### src/rtl/alarme_ctrl.sv
// Alarm-system controller: timed Moore FSM for exit delay, entry delay and siren
// timeout, with a sticky cause latch and a saturating alarm-event counter.
`timescale 1ns/1ps
module alarme_ctrl #(
  parameter int EXIT_CYCLES  = 8,
  parameter int ENTRY_CYCLES = 6,
  parameter int SIREN_CYCLES = 10,
  parameter int CNT_W        = 8
) (
  input  logic       clk,
  input  logic       rst_n,
  input  logic       arm,
  input  logic       disarm,
  input  logic       door,
  input  logic       window,
  input  logic       motion,
  output logic       siren,
  output logic       armed,
  output logic       pending,
  output logic [2:0] state,
  output logic [2:0] zone_latch,
  output logic [7:0] event_cnt
);

  typedef enum logic [2:0] {
    ST_DISARMED = 3'd0,
    ST_EXIT     = 3'd1,
    ST_ARMED    = 3'd2,
    ST_ENTRY    = 3'd3,
    ST_ALARM    = 3'd4
  } state_t;

  localparam logic [CNT_W-1:0] CNT_ZERO   = {CNT_W{1'b0}};
  localparam logic [CNT_W-1:0] CNT_ONE    = CNT_W'(1);
  localparam logic [CNT_W-1:0] EXIT_LOAD  = CNT_W'(EXIT_CYCLES - 1);
  localparam logic [CNT_W-1:0] ENTRY_LOAD = CNT_W'(ENTRY_CYCLES - 1);
  localparam logic [CNT_W-1:0] SIREN_LOAD = CNT_W'(SIREN_CYCLES - 1);

  // Event counter sticks at its ceiling instead of wrapping.
  function automatic logic [7:0] sat_inc(input logic [7:0] val);
    if (val == 8'hFF) begin
      sat_inc = 8'hFF;
    end else begin
      sat_inc = val + 8'd1;
    end
  endfunction

  state_t           state_r, state_nxt_s;
  logic [CNT_W-1:0] cnt_r, cnt_nxt_s;
  logic [2:0]       zone_latch_r, zone_nxt_s;
  logic [7:0]       event_cnt_r, evt_nxt_s;
  logic             siren_r, armed_r, pending_r;
  logic             alarm_go_s;
  logic [2:0]       cause_s;

  // Next-state, counter, cause latch and event counter decode.
  always_comb begin
    state_nxt_s = state_r;
    cnt_nxt_s   = cnt_r;
    zone_nxt_s  = zone_latch_r;
    evt_nxt_s   = event_cnt_r;
    alarm_go_s  = 1'b0;
    cause_s     = 3'b000;
    if (disarm) begin
      state_nxt_s = ST_DISARMED;
      cnt_nxt_s   = CNT_ZERO;
    end else begin
      case (state_r)
        ST_DISARMED: begin
          if (arm) begin
            state_nxt_s = ST_EXIT;
            cnt_nxt_s   = EXIT_LOAD;
            zone_nxt_s  = 3'b000;
          end else begin
            state_nxt_s = ST_DISARMED;
          end
        end
        ST_EXIT: begin
          if (cnt_r == CNT_ZERO) begin
            state_nxt_s = ST_ARMED;
          end else begin
            cnt_nxt_s = cnt_r - CNT_ONE;
          end
        end
        ST_ARMED: begin
          if (window || motion) begin
            alarm_go_s = 1'b1;
            cause_s    = {motion, window, door};
          end else if (door) begin
            state_nxt_s = ST_ENTRY;
            cnt_nxt_s   = ENTRY_LOAD;
          end else begin
            state_nxt_s = ST_ARMED;
          end
        end
        ST_ENTRY: begin
          if (window || motion) begin
            alarm_go_s = 1'b1;
            cause_s    = {motion, window, door};
          end else if (cnt_r == CNT_ZERO) begin
            alarm_go_s = 1'b1;
            cause_s    = 3'b001;
          end else begin
            cnt_nxt_s = cnt_r - CNT_ONE;
          end
        end
        ST_ALARM: begin
          if (cnt_r == CNT_ZERO) begin
            state_nxt_s = ST_ARMED;
          end else begin
            cnt_nxt_s = cnt_r - CNT_ONE;
          end
        end
        default: begin
          state_nxt_s = ST_DISARMED;
          cnt_nxt_s   = CNT_ZERO;
        end
      endcase
    end
    if (alarm_go_s) begin
      state_nxt_s = ST_ALARM;
      cnt_nxt_s   = SIREN_LOAD;
      zone_nxt_s  = zone_latch_r | cause_s;
      evt_nxt_s   = sat_inc(event_cnt_r);
    end else begin
      evt_nxt_s = event_cnt_r;
    end
  end

  // State, counter and status registers; outputs decode the next state so they
  // are valid in the first cycle of each state.
  always_ff @(posedge clk or negedge rst_n) begin
    if (!rst_n) begin
      state_r      <= ST_DISARMED;
      cnt_r        <= CNT_ZERO;
      zone_latch_r <= 3'b000;
      event_cnt_r  <= 8'd0;
      siren_r      <= 1'b0;
      armed_r      <= 1'b0;
      pending_r    <= 1'b0;
    end else begin
      state_r      <= state_nxt_s;
      cnt_r        <= cnt_nxt_s;
      zone_latch_r <= zone_nxt_s;
      event_cnt_r  <= evt_nxt_s;
      siren_r      <= (state_nxt_s == ST_ALARM);
      armed_r      <= (state_nxt_s == ST_ARMED) || (state_nxt_s == ST_ENTRY);
      pending_r    <= (state_nxt_s == ST_EXIT) || (state_nxt_s == ST_ENTRY);
    end
  end

  assign siren      = siren_r;
  assign armed      = armed_r;
  assign pending    = pending_r;
  assign state      = state_r;
  assign zone_latch = zone_latch_r;
  assign event_cnt  = event_cnt_r;

endmodule

### config.mk
export PLATFORM = sky130hd
export DESIGN_NAME = alarme_ctrl
export DESIGN_NICKNAME = d
export VERILOG_FILES = /design/src/rtl/alarme_ctrl.sv
export SDC_FILE = /design/constraint.sdc
export NUM_CORES = 1
export LEC_CHECK = 0
export BUFFER_PORTS_ARGS = -buffer_cell sky130_fd_sc_hd__buf_2
export CORE_UTILIZATION = 55
export DETAILED_ROUTE_END_ITERATION = 8
export GPL_ROUTABILITY_DRIVEN = 1
export PLACE_DENSITY_LB_ADDON = 0.08
export SLEW_MARGIN = 20
export SYNTH_ARGS = -nofsm -noshare
export SYNTH_HDL_FRONTEND = slang
export SYNTH_SLANG_ARGS = --single-unit
### constraint.sdc
create_clock -name clk -period 2.55 [get_ports clk]
set_input_delay 0.255 -clock clk [delete_from_list [all_inputs] [get_ports clk]]
set_output_delay 0.255 -clock clk [all_outputs]
set_load 0.05 [all_outputs]
==> run summary <==
status -> completed
fraction of layout instances using a drive strength above 1 -> 23.4%
wire per inst -> 16.9 um
count of final hold-check violations -> 0
Filler cells -> 211
post-layout instance area -> 1670 um^2
postcts setup bufs -> 0
Chip Height -> 53.7 um
# IOs -> 24
Clock Sink Count -> 25
Port Buffers -> 23
clk_skew -> 9.74 ps
slowest stage delay, CP -> 540 ps
worst-skew pair later-pin latency -> 330 ps
DRC -> 0
final hold slack -> 175 ps
setup_tns -> 0 ps
DRT iter0 DRCs -> 52
Final min period -> 2490 ps
Synth Area per Inst -> 9.30 um^2
Core ar. -> 2500 um^2
Syn. warnings -> 0
placed wire-length estimate -> 2590 um
Mapped Nets -> 167
area grow syn2layout -> 13.6%
placed inst area -> 1630 um^2
leak pwr -> 0.000789 uW
post-synthesis xor/xnor area fraction -> 1.19%
CP Launch Type -> register
power per cell area -> 1230 nW/um^2
hold crit path type -> in -> reg
Pins Over Slew Limit -> 0
TritonCTS clock tree -> done
Post-Route Utilization -> 66.8%
global route total overflow -> 0
Max Cap Viol -> 0
worst slew pin tran -> 570 ps
clk buf depth -> 2
vias -> 1,370
chip width -> 53.7 um
Worst Path Buf+Inv -> 1
synthesized flop and latch total -> 25
CP endpoint kind -> register
top cell type's share of synthesized area -> 42.6%
Post-synth EDFFs -> 0
ANT cells -> 0
post-synth top area cell -> dfrtp_1
drt total wl -> 3620 um
nets@finish -> 194
Synth async-reset ratio -> 100%
die area -> 2880 um^2
Simple-Gate Fraction of Synth Area -> 23.4%
RSZ-0062 raised after global routing -> false
H-tree depth -> 1
clk root buf -> clkbuf_4
final setup fails -> 0
Post-Synth Adder-Cell Area -> 1.70%
sequential fraction of the synthesis area -> 42.6%
Max VDD drop -> 913 uV
GRT Total Usage -> 27.4%
Worst EP required -> 2790 ps
hold path depth -> 3
Unique masters post-synth -> 46
Crit Path Max Fanout -> 8
Achievable Freq -> 401 MHz
Main synth FF type -> dfrtp_1
Synth Cell Area -> 1470 um^2
total CTS buffers -> 3
worst rel slew slack -> 62.0%
GPL Wtd Cong -> 0.982
Compound-Gate Fraction of Synth Area -> 21.3%
largest family of logic cells by synthesized area -> simple AND/OR/NAND/NOR gates
number of global-route vias before repair -> 1,211
initial cell density of the core -> 58.8%
Critical Path, Cell by Cell -> inv_1 > ha_1 > or4b_4 > o21a_4 > or4_4 > mux2_4
first-pass GRT wire length -> 5650 um
Synth area leaders -> dfrtp_1, a21oi_1, mux2_2
final worst path period share -> 97.8%
vias per cell -> 6.40
CP max-delay cell -> or4_4
First-pass DRT Iterations -> 4
CP arrival -> 2730 ps
CTS clk-pin slew, worst paths -> 140 ps
crit path kind -> reg -> reg
largest net degree at the start of global routing -> 26
initial antenna violation count -> 0
CP top delay family -> simple AND/OR/NAND/NOR gates
CP Depth -> 6
Final ANT Viol Nets -> 0
multiplexer share of the synthesized area -> 6.22%
R2R cell count -> 6
Rows -> 18
cell count after synthesis -> 158
-- tightest hold or removal path, cell delays in order --
cell,delay (ps)
buf_2,90
a21oi_1,50
nor2_1,70
-- metal layers --
layer  GRT usage (%)  vias up  wire (um)
li1                -      650          -
met1            35.0      663       1580
met2            48.4       46       1820
met3            4.24       11        165
met4            5.70        0         57
met5               0        -          0
-- flip-flops by register name, summed over array words and instances (netlist names) --
register / flops
cnt_r: 8
armed: 1
zone_latch: 3
state: 3
pending: 1
event_cnt: 8
siren: 1
-- power by group --
group | switching [uW] | internal [uW]
logic | 781 | 418
registers | 154 | 520
clock network | 122 | 61.4
total | 1060 | 1000
-- stage by stage --
step                total power (uW)  worst slack [ps]  instances
floorplan                       1560              50.3        158
global placement                1830               162        209
detailed placement              1860               115        209
CTS                             2040              96.0        214
global route                    2190              12.6        214
finish                          2060              57.0        214
-- worst paths after layout --
check | start | to | slack, ps
min in group asynchronous | rst_n | event_cnt[5]$_DFFE_PN0P_ | 450
min reg2reg | zone_latch[1]$_DFFE_PN0P_ | zone_latch[1]$_DFFE_PN0P_ | 520
max reg2reg | cnt_r[0]$_DFFE_PN0P_ | event_cnt[7]$_DFFE_PN0P_ | 60
max in group asynchronous | rst_n | cnt_r[2]$_DFFE_PN0P_ | 1720
min | motion | zone_latch[2]$_DFFE_PN0P_ | 180
max | cnt_r[0]$_DFFE_PN0P_ | event_cnt[7]$_DFFE_PN0P_ | 60
-- cell usage in the layout (no fill, tap or decap), types with 2 or more instances in the layout --
| cell | netlist | routed |
|---|---|---|
| dfrtp_1 | 25 | 25 |
| buf_2 | 0 | 23 |
| a21oi_1 | 16 | 16 |
| nor2_1 | 15 | 15 |
| nand3_1 | 8 | 8 |
| nand2_1 | 7 | 7 |
| nor3_1 | 6 | 6 |
| buf_4 | 1 | 6 |
| inv_1 | 5 | 5 |
| o31ai_1 | 5 | 5 |
| mux2_2 | 5 | 5 |
| o21ai_0 | 4 | 4 |
| nand2b_1 | 3 | 3 |
| nand4_1 | 3 | 3 |
| o22ai_1 | 3 | 3 |
| nor4_1 | 3 | 3 |
| clkbuf_4 | 0 | 3 |
| nor4b_1 | 2 | 2 |
| and2_1 | 2 | 2 |
| or4b_4 | 2 | 2 |
| nor2b_1 | 2 | 2 |
| a21o_1 | 2 | 2 |
| a211oi_1 | 2 | 2 |
| a2bb2oi_1 | 2 | 2 |
| and3_1 | 2 | 2 |
| xor2_1 | 2 | 2 |
| mux2i_1 | 2 | 2 |
| a22oi_1 | 2 | 2 |
| ha_1 | 2 | 2 |
-- cell families after synthesis --
family | Yosys count
AO/OA/AOI/OAI | 47
XOR/XNOR | 2
adder cells (fa/ha/maj) | 2
buffers and inverters | 13
flip-flops | 25
multiplexers | 8
AND/OR/NAND/NOR | 61
-- repair_timing --
action                    4_1_cts  5_1_grt
hold buffers                    1        0
resized for setup               0        0
hold endpoints to repair       25        0
-- synthesized netlist by cell type, types with 2 or more instances --
cell type / number
xor2_1: 2
and2_1: 2
nor4_1: 3
dfrtp_1: 25
nor3_1: 6
a211oi_1: 2
a21oi_1: 16
a2bb2oi_1: 2
nor4b_1: 2
nand3_1: 8
o21ai_0: 4
ha_1: 2
nor2_1: 15
mux2_2: 5
nand2_1: 7
nand4_1: 3
nor2b_1: 2
o22ai_1: 3
inv_1: 5
or4b_4: 2
nand2b_1: 3
a21o_1: 2
clkbuf_1: 7
a22oi_1: 2
and3_1: 2
mux2i_1: 2
o31ai_1: 5
-- final cells by class --
cell class / count / area, um^2 / share of cell area (%)
sequential: 25 / 626 / 37.5
multi-input combinational: 120 / 791 / 47.4
tap: 30 / 37.5 / 2.25
timing repair buffer: 30 / 170 / 10.2
inverter: 5 / 18.8 / 1.12
clock buffer: 4 / 26.3 / 1.57
Power figures use the tool's default switching activity.
